File: src/rtl/edge_counter_pkg.sv
// Shared types, constants and helpers for the multi-channel edge counter.
package edge_counter_pkg;

  // Widest counter any channel may be built with; shadow storage uses this width.
  localparam int MAX_WIDTH = 32;

  // Counter behaviour on increment from all-ones.
  localparam int MODE_WRAP     = 0;
  localparam int MODE_SATURATE = 1;

  // One channel's pair of counts, stored at the package-level maximum width.
  typedef struct packed {
    logic [MAX_WIDTH-1:0] pos;
    logic [MAX_WIDTH-1:0] neg;
  } ch_counts_t;

  // All-ones value of a counter that is `width` bits wide.
  function automatic logic [MAX_WIDTH-1:0] CNT_MAX(input int width);
    return {MAX_WIDTH{1'b1}} >> (MAX_WIDTH - width);
  endfunction

  // Width of the channel-select bus, never narrower than one bit.
  function automatic int sel_width(input int channels);
    return (channels > 1) ? $clog2(channels) : 1;
  endfunction

endpackage

File: src/rtl/edge_counter_channel.sv
// One input channel: synchroniser, priming, edge detect and the two edge counters.
module edge_counter_channel
  import edge_counter_pkg::*;
#(
  parameter int WIDTH       = 32,
  parameter int SYNC_STAGES = 2,
  parameter int SATURATE    = MODE_SATURATE
) (
  input  logic             clk,
  input  logic             reset,
  input  logic             i_signal,
  input  logic             i_enable,
  input  logic             i_clear,
  output logic [WIDTH-1:0] o_pos,
  output logic [WIDTH-1:0] o_neg,
  output logic             o_overflow
);

  localparam logic [WIDTH-1:0] ALL_ONES = WIDTH'(CNT_MAX(WIDTH));
  localparam logic [WIDTH-1:0] ONE      = WIDTH'(1);
  localparam logic [WIDTH-1:0] WRAP_VAL = (SATURATE == MODE_SATURATE) ? ALL_ONES : '0;

  logic [SYNC_STAGES-1:0] r_sync;
  // r_fill marks which synchroniser stages hold a genuine post-reset sample,
  // so the reset value of the chain is never mistaken for input data.
  logic [SYNC_STAGES-1:0] r_fill;
  logic                   r_primed;
  logic                   r_prev;
  logic [WIDTH-1:0]       r_pos;
  logic [WIDTH-1:0]       r_neg;
  logic                   r_overflow;

  logic w_sync_out;
  logic w_sample_ok;
  logic w_rise;
  logic w_fall;
  logic w_pos_inc;
  logic w_neg_inc;
  logic w_pos_ovf;
  logic w_neg_ovf;

  assign w_sync_out  = r_sync[SYNC_STAGES-1];
  assign w_sample_ok = r_fill[SYNC_STAGES-1];
  assign w_rise      = r_primed & w_sync_out & ~r_prev;
  assign w_fall      = r_primed & ~w_sync_out & r_prev;
  assign w_pos_inc   = i_enable & w_rise;
  assign w_neg_inc   = i_enable & w_fall;
  assign w_pos_ovf   = w_pos_inc & (r_pos == ALL_ONES);
  assign w_neg_ovf   = w_neg_inc & (r_neg == ALL_ONES);

  // Synchroniser chain and its sample-valid tracker.
  always_ff @(posedge clk or posedge reset) begin
    if (reset) begin
      r_sync <= '0;
      r_fill <= '0;
    end else begin
      r_sync[0] <= i_signal;
      r_fill[0] <= 1'b1;
      for (int i = 1; i < SYNC_STAGES; i++) begin
        r_sync[i] <= r_sync[i-1];
        r_fill[i] <= r_fill[i-1];
      end
    end
  end

  // Previous-sample flop; tracks the input regardless of enable, primes on first real sample.
  always_ff @(posedge clk or posedge reset) begin
    if (reset) begin
      r_primed <= 1'b0;
      r_prev   <= 1'b0;
    end else if (w_sample_ok) begin
      r_primed <= 1'b1;
      r_prev   <= w_sync_out;
    end
  end

  // Edge counters and sticky overflow; clear beats any same-cycle edge.
  always_ff @(posedge clk or posedge reset) begin
    if (reset) begin
      r_pos      <= '0;
      r_neg      <= '0;
      r_overflow <= 1'b0;
    end else if (i_clear) begin
      r_pos      <= '0;
      r_neg      <= '0;
      r_overflow <= 1'b0;
    end else begin
      if (w_pos_inc) begin
        r_pos <= w_pos_ovf ? WRAP_VAL : (r_pos + ONE);
      end
      if (w_neg_inc) begin
        r_neg <= w_neg_ovf ? WRAP_VAL : (r_neg + ONE);
      end
      r_overflow <= r_overflow | w_pos_ovf | w_neg_ovf;
    end
  end

  assign o_pos      = r_pos;
  assign o_neg      = r_neg;
  assign o_overflow = r_overflow;

endmodule

File: src/rtl/multi_edge_counter.sv
// Multi-channel edge counter with atomic snapshot into shadow registers and a read mux.
module multi_edge_counter
  import edge_counter_pkg::*;
#(
  parameter int CHANNELS    = 4,
  parameter int WIDTH       = 32,
  parameter int SYNC_STAGES = 2,
  parameter int SATURATE    = MODE_SATURATE
) (
  input  logic                           clk,
  input  logic                           reset,
  input  logic [CHANNELS-1:0]            signal,
  input  logic                           enable,
  input  logic [CHANNELS-1:0]            clear,
  input  logic                           snapshot,
  input  logic [sel_width(CHANNELS)-1:0] rd_sel,
  output logic [WIDTH-1:0]               rd_posedge,
  output logic [WIDTH-1:0]               rd_negedge,
  output logic [CHANNELS-1:0]            overflow,
  output logic                           snap_valid
);

  logic [WIDTH-1:0] w_pos [CHANNELS];
  logic [WIDTH-1:0] w_neg [CHANNELS];
  ch_counts_t       r_shadow [CHANNELS];
  logic             r_snap_valid;

  for (genvar gi = 0; gi < CHANNELS; gi++) begin : g_ch
    edge_counter_channel #(
      .WIDTH       (WIDTH),
      .SYNC_STAGES (SYNC_STAGES),
      .SATURATE    (SATURATE)
    ) u_channel (
      .clk        (clk),
      .reset      (reset),
      .i_signal   (signal[gi]),
      .i_enable   (enable),
      .i_clear    (clear[gi]),
      .o_pos      (w_pos[gi]),
      .o_neg      (w_neg[gi]),
      .o_overflow (overflow[gi])
    );
  end

  // Shadow capture: all channels load their pre-update live counts on the same edge.
  always_ff @(posedge clk or posedge reset) begin
    if (reset) begin
      for (int i = 0; i < CHANNELS; i++) begin
        r_shadow[i] <= '0;
      end
      r_snap_valid <= 1'b0;
    end else if (snapshot) begin
      for (int i = 0; i < CHANNELS; i++) begin
        r_shadow[i].pos <= MAX_WIDTH'(w_pos[i]);
        r_shadow[i].neg <= MAX_WIDTH'(w_neg[i]);
      end
      r_snap_valid <= 1'b1;
    end
  end

  // Read mux over the shadow array; unused select codes read as zero.
  always_comb begin
    rd_posedge = '0;
    rd_negedge = '0;
    if (int'(rd_sel) < CHANNELS) begin
      rd_posedge = r_shadow[rd_sel].pos[WIDTH-1:0];
      rd_negedge = r_shadow[rd_sel].neg[WIDTH-1:0];
    end else begin
      rd_posedge = '0;
      rd_negedge = '0;
    end
  end

  assign snap_valid = r_snap_valid;

endmodule

File: config.mk
export PLATFORM = sky130hd
export DESIGN_NAME = multi_edge_counter
export DESIGN_NICKNAME = d
export VERILOG_FILES = /design/src/rtl/edge_counter_pkg.sv /design/src/rtl/edge_counter_channel.sv /design/src/rtl/multi_edge_counter.sv
export SDC_FILE = /design/constraint.sdc
export NUM_CORES = 1
export LEC_CHECK = 0
export CORE_AREA = 2 2 187 263
export DETAILED_ROUTE_END_ITERATION = 10
export DIE_AREA = 0 0 189 265
export GPL_TIMING_DRIVEN = 0
export PLACE_DENSITY = 0.74
export SLEW_MARGIN = 20
export SYNTH_ARGS = -nofsm -noshare
export SYNTH_HDL_FRONTEND = slang
export SYNTH_SLANG_ARGS = --single-unit
File: constraint.sdc
create_clock -name clk -period 16.8 [get_ports clk]
set_input_delay 2.52 -clock clk [delete_from_list [all_inputs] [get_ports clk]]
set_output_delay 2.52 -clock clk [all_outputs]
set_load 0.1 [all_outputs]
* Word-level counts from Yosys, hierarchy flattened
Cells that the tools add are included. Widths: inputs -> output; s select.
Word-level totals: bits in registers 541, input port bits 14, output and inout bits 69, word-level logic and storage cells 142
Operators by class: add/subtract/negate cells 8, magnitude comparators 1, equality and inequality tests 8, muxes and demuxes 31, bitwise logic cells 49, reduce and logical (&&, ||, !) cells 8
Operators with widths (count):
- $mux 32 | 24
- $add 32x1->32 const B | 8
- $eq 32x32->1 const B | 8
- $bmux 64 s2 | 1
- $mux 64 | 2
- $and 1x1->1 | 32
- $reduce_bool 2->1 | 8
- $not 1->1 | 8
- $or 1x1->1 | 8
- $mux 1 | 4
- $ge 3x3->1 const B | 1
- $not 2->3 | 1

* Longest topological paths before layout
Gate-level depths: netlist of run 1.
word-level depth 8, depth in mapped cells 9, depth with buffers taken out 6

* Modules after synthesis
From an unflattened synthesis of run 1, not the netlist that was laid out.
Unflattened totals: cell total of the unflattened synthesis 2322, area total of the unflattened synthesis 26860.8 sq um
Modules (own cells, without submodules):
- edge_counter_channel at g_ch[0].u_channel ... | instances 3, cells each 422, area an instance 3900.0 sq um, seq. area each 1776.7 sq um
- multi_edge_counter | instances 1, cells each 622, area an instance 11245.8 sq um, seq. area each 6431.2 sq um
- edge_counter_channel at g_ch[1].u_channel | instances 1, cells each 434, area an instance 3915.0 sq um, seq. area each 1776.7 sq um

* Worst setup path after synthesis of run 1
OpenSTA, ideal clock, no wires.
path type input to output, from in rd_sel[0], to out rd_negedge[10], arrival 4.285 ns, required time 14.280 ns, setup slack 9.995 ns, cell stages on the path 3, buffers on the path 2, cell sequence clkbuf_1 > buf_1 > mux4_2
On the way: cells in the longest elaborated chain, start to end 4
RTL lines:
- from (decl) | line multi_edge_counter.sv:16 | input logic [sel_width(CHANNELS)-1:0] rd_sel,
- $not 2->3 (not written as such) | line multi_edge_counter.sv:67 | rd_negedge = r_shadow[rd_sel].neg[WIDTH-1:0];
- $bmux 64 s2 | line multi_edge_counter.sv:67
- $mux 64 (not written as such) (2 in series) | line multi_edge_counter.sv:67
- to (decl) | line multi_edge_counter.sv:18 | output logic [WIDTH-1:0] rd_negedge,
Every way passes these cells. The select of a mux whose other input is x is not followed.

* Worst setup path in the final report of run 1
from in rd_sel[0], to out rd_negedge[24]
Same word-level chain as after synthesis.

==> impl_metrics.ini, run 1 <==
[outcome]
outcome = completed

[worst_setup_path]
path_max_fanout = 10
cp-start-kind = input pin
critPathKind = input pin to primary output
timing.rr.start = g_ch[0].u_channel.r_primed
reg2reg_depth = 8
rrSetupSlack_ns = 13.64
timing.rr.end = g_ch[1].u_channel.o_pos[17]
end_kind = primary output
cp.required_ns = 14.28
startpoint = rd_sel[0]
crit_arrival_ns = 5.53

[sta]
hold_violations = 0
finalCriticalPeriod_ns = 8.05
worst_slew_pin_slew_ns = 1.03
tns_ns = 0
holdWs_ns = 0.353
drv_slew = 0
clock-skew-final_ns = 0.0196
fmax_mhz = 124
rsz0062_at_grt = false
finalSetupViolCount = 0
post-route-period-util_pct = 47.9
slew_headroom_pct = 31.4

[power_and_ir_drop]
power.total_uw = 2640
p_leak_uw = 0.0126
pwr_density_cell_nw_per_um2 = 89.0
ir_worst_vdd_mv = 0.0862

[clock_network]
path_clk_slew_ns = 0.06
cts_resized = 0
h-tree-depth = 2
cts-root-buf = clkbuf_16
cts_buffer_depth = 3
clk_latency_ns = 0.59
holdBufCountCts = 0
cts_num_sinks = 532
cts_made_buffers = 50
cts_setup_buffers = 0
cts_tree = done

[cells_and_area]
multi_input_area_um2 = 12000
finalNetCount = 2458
regArea_um2 = 13300
stdcell_count = 3099
postLayoutCoreUtil_pct = 62.2
num-fill-cells = 3661
layout_common_cells = 532 x dfrtp_1, 260 x mux2_2, 158 x nor2_1
drive_above_1_share_pct = 19.3
final_common_cell = dfrtp_1
area_growth_pct = 14.0

[yosys]
ys_ff_latch = 532
seq_area_frac_synth_pct = 51.2
synth_flop_cell = dfrtp_1
synth_area_per_cell_um2 = 11.4
synth_cells = 2290
synthDistinctLibCells = 71
yosysWarnings = 0
synth_nets = 2312
syn_area_um2 = 26000
async_flop_share_pct = 100
synth_edf_count = 0

[floorplan]
ioPinCount = 83
start_util_pct = 54.6
die-area_um2 = 50100
die_x_um = 189
coreArea_um2 = 47700
die_height_um = 265
num_rows = 95

[place]
io_buffers = 77
hpwlAfterDp_mm = 57.5
dp_cells = 3014
gp_congestion = 0.990

[global_route]
grt_pass1_wl_mm = 120
grt_start_max_net_pins = 35
grt_pass1_vias = 20600
grt_usage_pct = 30.9
antenna_found_initial = 0
grt_remaining_overflow = 0

[hold_path]
min_path_cells = 0
holdPathEnd = g_ch[3].u_channel.r_sync[1]
hold_class = flip-flop to flip-flop
hold_start = g_ch[3].u_channel.r_sync[0]

[routing]
routedWlPerCell_um = 24.8
drt_iter0_drc = 1774
viasPerCell = 6.72
vias = 20800
route.detailed.drc = 0
first_pass_iters = 6
wl_mm = 76.9
ant_nets = 0

[job]
maxCapViolations = 0
kinds of logic (layout without fill, tap and decap cells):
family,Yosys count,after routing,share of synthesized area [%]
AND/OR/NAND/NOR,816,816,17.8
multiplexers,329,329,17.0
buffers and inverters,180,358,2.81
AO/OA/AOI/OAI,416,416,10.6
other,1,2,0.0144
adder cells (fa/ha/maj),8,8,0.385
flip-flops,532,532,51.2
XOR/XNOR,8,8,0.269
cell type report:
class,count,share of cell area (%)
well taps,630,2.66
multi-input cells,1578,40.4
diodes,1,0.00844
clock inverters,19,1.02
clock buffers,65,4.78
flip-flops and latches,532,44.9
plain buffers,145,2.03
repair buffers,94,3.80
inverters,35,0.456
synthesized netlist by cell type (all sizes together), types with 47 or more instances:
| cell type | number | area share, % |
|---|---|---|
| o21ai | 62 | 1.2 |
| nand3 | 86 | 1.7 |
| mux4 | 64 | 5.5 |
| nor4 | 48 | 1.2 |
| nor3 | 141 | 2.8 |
| clkbuf | 115 | 1.7 |
| mux2 | 260 | 11 |
| nor2 | 158 | 2.3 |
| and4 | 57 | 1.9 |
| dfrtp | 532 | 51 |
| nand4 | 85 | 2.0 |
| a211oi | 47 | 1.4 |
| nand2 | 52 | 0.75 |
| and3 | 79 | 1.9 |
| a31oi | 85 | 2.0 |
| a21oi | 107 | 2.1 |
metrics by stage:
stage	cell area, um^2	setup slack (ns)
2_1_floorplan	26000	7.05
3_3_place_gp	27600	3.94
3_5_place_dp	27900	8.66
4_1_cts	29700	8.66
5_1_grt	29700	8.58
6_report	29700	8.75
worst max-delay path, stage by stage:
cell and delay, ns:
clkbuf_1 0.61, buf_1 0.71, mux4_2 0.66, clkdlybuf4s50_1 1.00
worst max path at each step:
| stage | to | slack (ns) | cells after the start |
|---|---|---|---|
| final | rd_negedge[24] | 8.75 | 4 |
| after global routing | rd_negedge[24] | 8.58 | 4 |
| after CTS | rd_negedge[24] | 8.66 | 4 |
| after detailed placement | rd_negedge[24] | 8.66 | 4 |
| after global placement | g_ch[2].u_channel.o_neg[8] | 3.94 | 2 |
| after floorplan | g_ch[0].u_channel.o_neg[0] | 7.05 | 1 |
state kept, by name (all words and copies together) (netlist names):
register                   flops
r_shadow                     256
g_ch.u_channel.r_sync          8
g_ch.u_channel.r_primed        1
g_ch.u_channel.r_prev          4
g_ch.u_channel.r_fill          2
g_ch.u_channel.o_overflow      4
g_ch.u_channel.o_pos         128
g_ch.u_channel.o_neg         128
snap_valid                     1
where the power goes:
| part | internal (uW) | switching, uW | leakage [uW] |
|---|---|---|---|
| Combinational | 42.2 | 93.2 | 0.00433 |
| Sequential | 1290 | 9.07 | 0.00738 |
| Clock | 713 | 494 | 0.000852 |
| Total | 2040 | 596 | 0.0126 |
layer usage:
layer  vias up  global-route usage (%)  wire length, um
met5         -                       0                0
met4         0                    14.9             3990
met3       250                    3.96             5370
met2       949                    51.5            37500
met1     10500                    40.0            30000
li1       9135                       -                -
Power figures use the tool's default switching activity.
==> run 2: changes to the inputs <==
--- a/config.mk
+++ b/config.mk
@@ -9,7 +9,7 @@
 export DETAILED_ROUTE_END_ITERATION = 10
 export DIE_AREA = 0 0 189 265
 export GPL_TIMING_DRIVEN = 0
-export PLACE_DENSITY = 0.74
+export PLACE_DENSITY = 0.71
 export SLEW_MARGIN = 20
 export SYNTH_ARGS = -nofsm -noshare
 export SYNTH_HDL_FRONTEND = slang
==> constraint.sdc (replaced) <==
create_clock -name clk -period 8.36 [get_ports clk]
set_input_delay 1.254 -clock clk [delete_from_list [all_inputs] [get_ports clk]]
set_output_delay 1.254 -clock clk [all_outputs]
set_load 0.1 [all_outputs]
==> run 2 against run 1 <==
Compared with the run above:
- flip-flop and latch count is the same
- clock power grew 99%
- non-clock buffer count is the same
- register-to-register slack lost 8.4 ns
- clock skew grew 0.0015 ns
- final area is essentially flat
- critical path depth is the same
- largest power group unchanged
==> impl_metrics.ini, run 2 (synthesis gave the netlist of run 1 again) <==
[clock_network]
path_clk_slew_ns = 0.06
cts_num_sinks = 532
cts_buffer_depth = 3
holdBufCountCts = 0
cts_setup_buffers = 0
cts_made_buffers = 52
cts_resized = 0
cts_tree = done
clk_latency_ns = 0.60
h-tree-depth = 2
cts-root-buf = clkbuf_16

[worst_setup_path]
cp.required_ns = 7.11
timing.rr.start = g_ch[0].u_channel.r_primed
critPathKind = input pin to primary output
timing.rr.end = g_ch[2].u_channel.o_pos[27]
rrSetupSlack_ns = 5.29
reg2reg_depth = 8
end_kind = primary output
cp-start-kind = input pin
crit_arrival_ns = 4.30
path_max_fanout = 10

[routing]
wl_mm = 77.2
routedWlPerCell_um = 24.8
drt_iter0_drc = 1596
ant_nets = 0
viasPerCell = 6.63
route.detailed.drc = 0
first_pass_iters = 5
vias = 20600

[cells_and_area]
drive_above_1_share_pct = 19.3
num-fill-cells = 3790
top_register = r_shadow
final_common_cell = dfrtp_1
postLayoutCoreUtil_pct = 62.3
stdcell_count = 3108
finalNetCount = 2460
largest_reg_flops = 256
layout_common_cells = 532 x dfrtp_1, 260 x mux2_2, 158 x nor2_1
multi_input_area_um2 = 12000
area_growth_pct = 14.1
regArea_um2 = 13300

[place]
gp_congestion = 0.962
io_buffers = 77
hpwlAfterDp_mm = 58.5
dp_cells = 3014

[hold_path]
hold_start = g_ch[3].u_channel.r_sync[0]
min_path_cells = 0
hold_class = flip-flop to flip-flop
holdPathEnd = g_ch[3].u_channel.r_sync[1]

[sta]
finalSetupViolCount = 0
worst_slew_pin_slew_ns = 1.12
fmax_mhz = 180
holdWs_ns = 0.337
rsz0062_at_grt = false
slew_headroom_pct = 24.5
hold_violations = 0
clock-skew-final_ns = 0.0211
finalCriticalPeriod_ns = 5.55
drv_slew = 0
post-route-period-util_pct = 66.4

[floorplan]
die_height_um = 265
start_util_pct = 54.6
die_x_um = 189
ioPinCount = 83
num_rows = 95
die-area_um2 = 50100
coreArea_um2 = 47700

[power_and_ir_drop]
p_seq_share_pct = 49.3
pwr_density_cell_nw_per_um2 = 178
intPower_uw = 4060
power_switching_share_pct = 23.2
p_leak_uw = 0.0126
switchingPower_uw = 1230
ir_worst_vdd_mv = 0.142
pwr-share-clk_pct = 45.6
power.total_uw = 5290
power_frac_comb_pct = 5.1

[global_route]
grt_start_max_net_pins = 38
grt_usage_pct = 31.3
grt_pass1_wl_mm = 121
antenna_found_initial = 0
grt_remaining_overflow = 0
grt_pass1_vias = 20400

[job]
maxCapViolations = 0

[outcome]
outcome = completed
-- run 2: cell count changes in the layout (fill, tap and decap cells not counted) --
cell,change
buf_12,+1
inv_6,-1
clkinvlp_4,+2
bufinv_16,-3
clkbuf_8,+1
clkbuf_1,+6
buf_16,-1
clkinv_8,+3
clkbuf_16,+1
-- run 2: worst max-delay path by stage --
stage | end | cells after the start | slack, ns | start
floorplan | g_ch[0].u_channel.o_neg[0] | 1 | -0.13 | reset
global placement | g_ch[2].u_channel.o_neg[4] | 2 | -3.38 | reset
detailed placement | rd_negedge[24] | 4 | 2.75 | rd_sel[0]
CTS | rd_negedge[24] | 4 | 2.75 | rd_sel[0]
global route | rd_negedge[24] | 4 | 2.69 | rd_sel[0]
finish | rd_negedge[24] | 4 | 2.81 | rd_sel[0]
-- run 2: worst max-delay path, cell delays in order --
cell	delay [ns]
clkbuf_1	0.68
buf_1	0.67
mux4_2	0.66
clkdlybuf4s50_1	1.01
-- run 2: final cells by class --
class / count / share of cell area (%)
diodes: 1 / 0.00843
plain buffers: 145 / 2.02
clock buffers: 73 / 4.99
clock inverters: 20 / 0.898
inverters: 35 / 0.455
multi-input cells: 1578 / 40.3
flip-flops and latches: 532 / 44.9
well taps: 630 / 2.66
repair buffers: 94 / 3.77
-- run 2: power by group through the flow --
stage	sequential, uW	combinational (uW)	clock (uW)
6_report	2610	272	2410
5_1_grt	2610	295	2560
4_1_cts	2610	276	2440
3_5_place_dp	2650	276	0
3_3_place_gp	2660	250	0
2_1_floorplan	2650	176	0
-- run 2: layer usage --
metal  GRT usage, %  routed length [um]  share of wire (%)
met1           42.1               31900                 41
met2           51.8               37400                 48
met3           3.69                4710                6.1
met4           12.9                3260                4.2
met5              0                   0                  0
-- run 2: through the flow --
stage | setup WS [ns] | setup TNS [ns] | cell area, um^2
floorplan | -0.126 | -67.07 | 26000
global placement | -3.38 | -1752.16 | 27600
detailed placement | 2.75 | 0 | 27900
CTS | 2.75 | 0 | 29700
global route | 2.69 | 0 | 29700
finish | 2.81 | 0 | 29700
==> run 3: changes to the inputs <==
==> constraint.sdc (replaced) <==
create_clock -name clk -period 5.8 [get_ports clk]
set_input_delay 0.87 -clock clk [delete_from_list [all_inputs] [get_ports clk]]
set_output_delay 0.87 -clock clk [all_outputs]
set_load 0.1 [all_outputs]
==> results of run 3 <==
The final DEF is identical to that of run 2. Status: completed.
Among the figures that moved: setup slack after placement 2.75 ns -> 0.953 ns; setup slack after layout 2.81 ns -> 1.01 ns; register-to-register setup slack 5.29 ns -> 2.73 ns; total power 5290 uW -> 7630 uW; worst IR drop on VDD 0.142 mV -> 0.204 mV
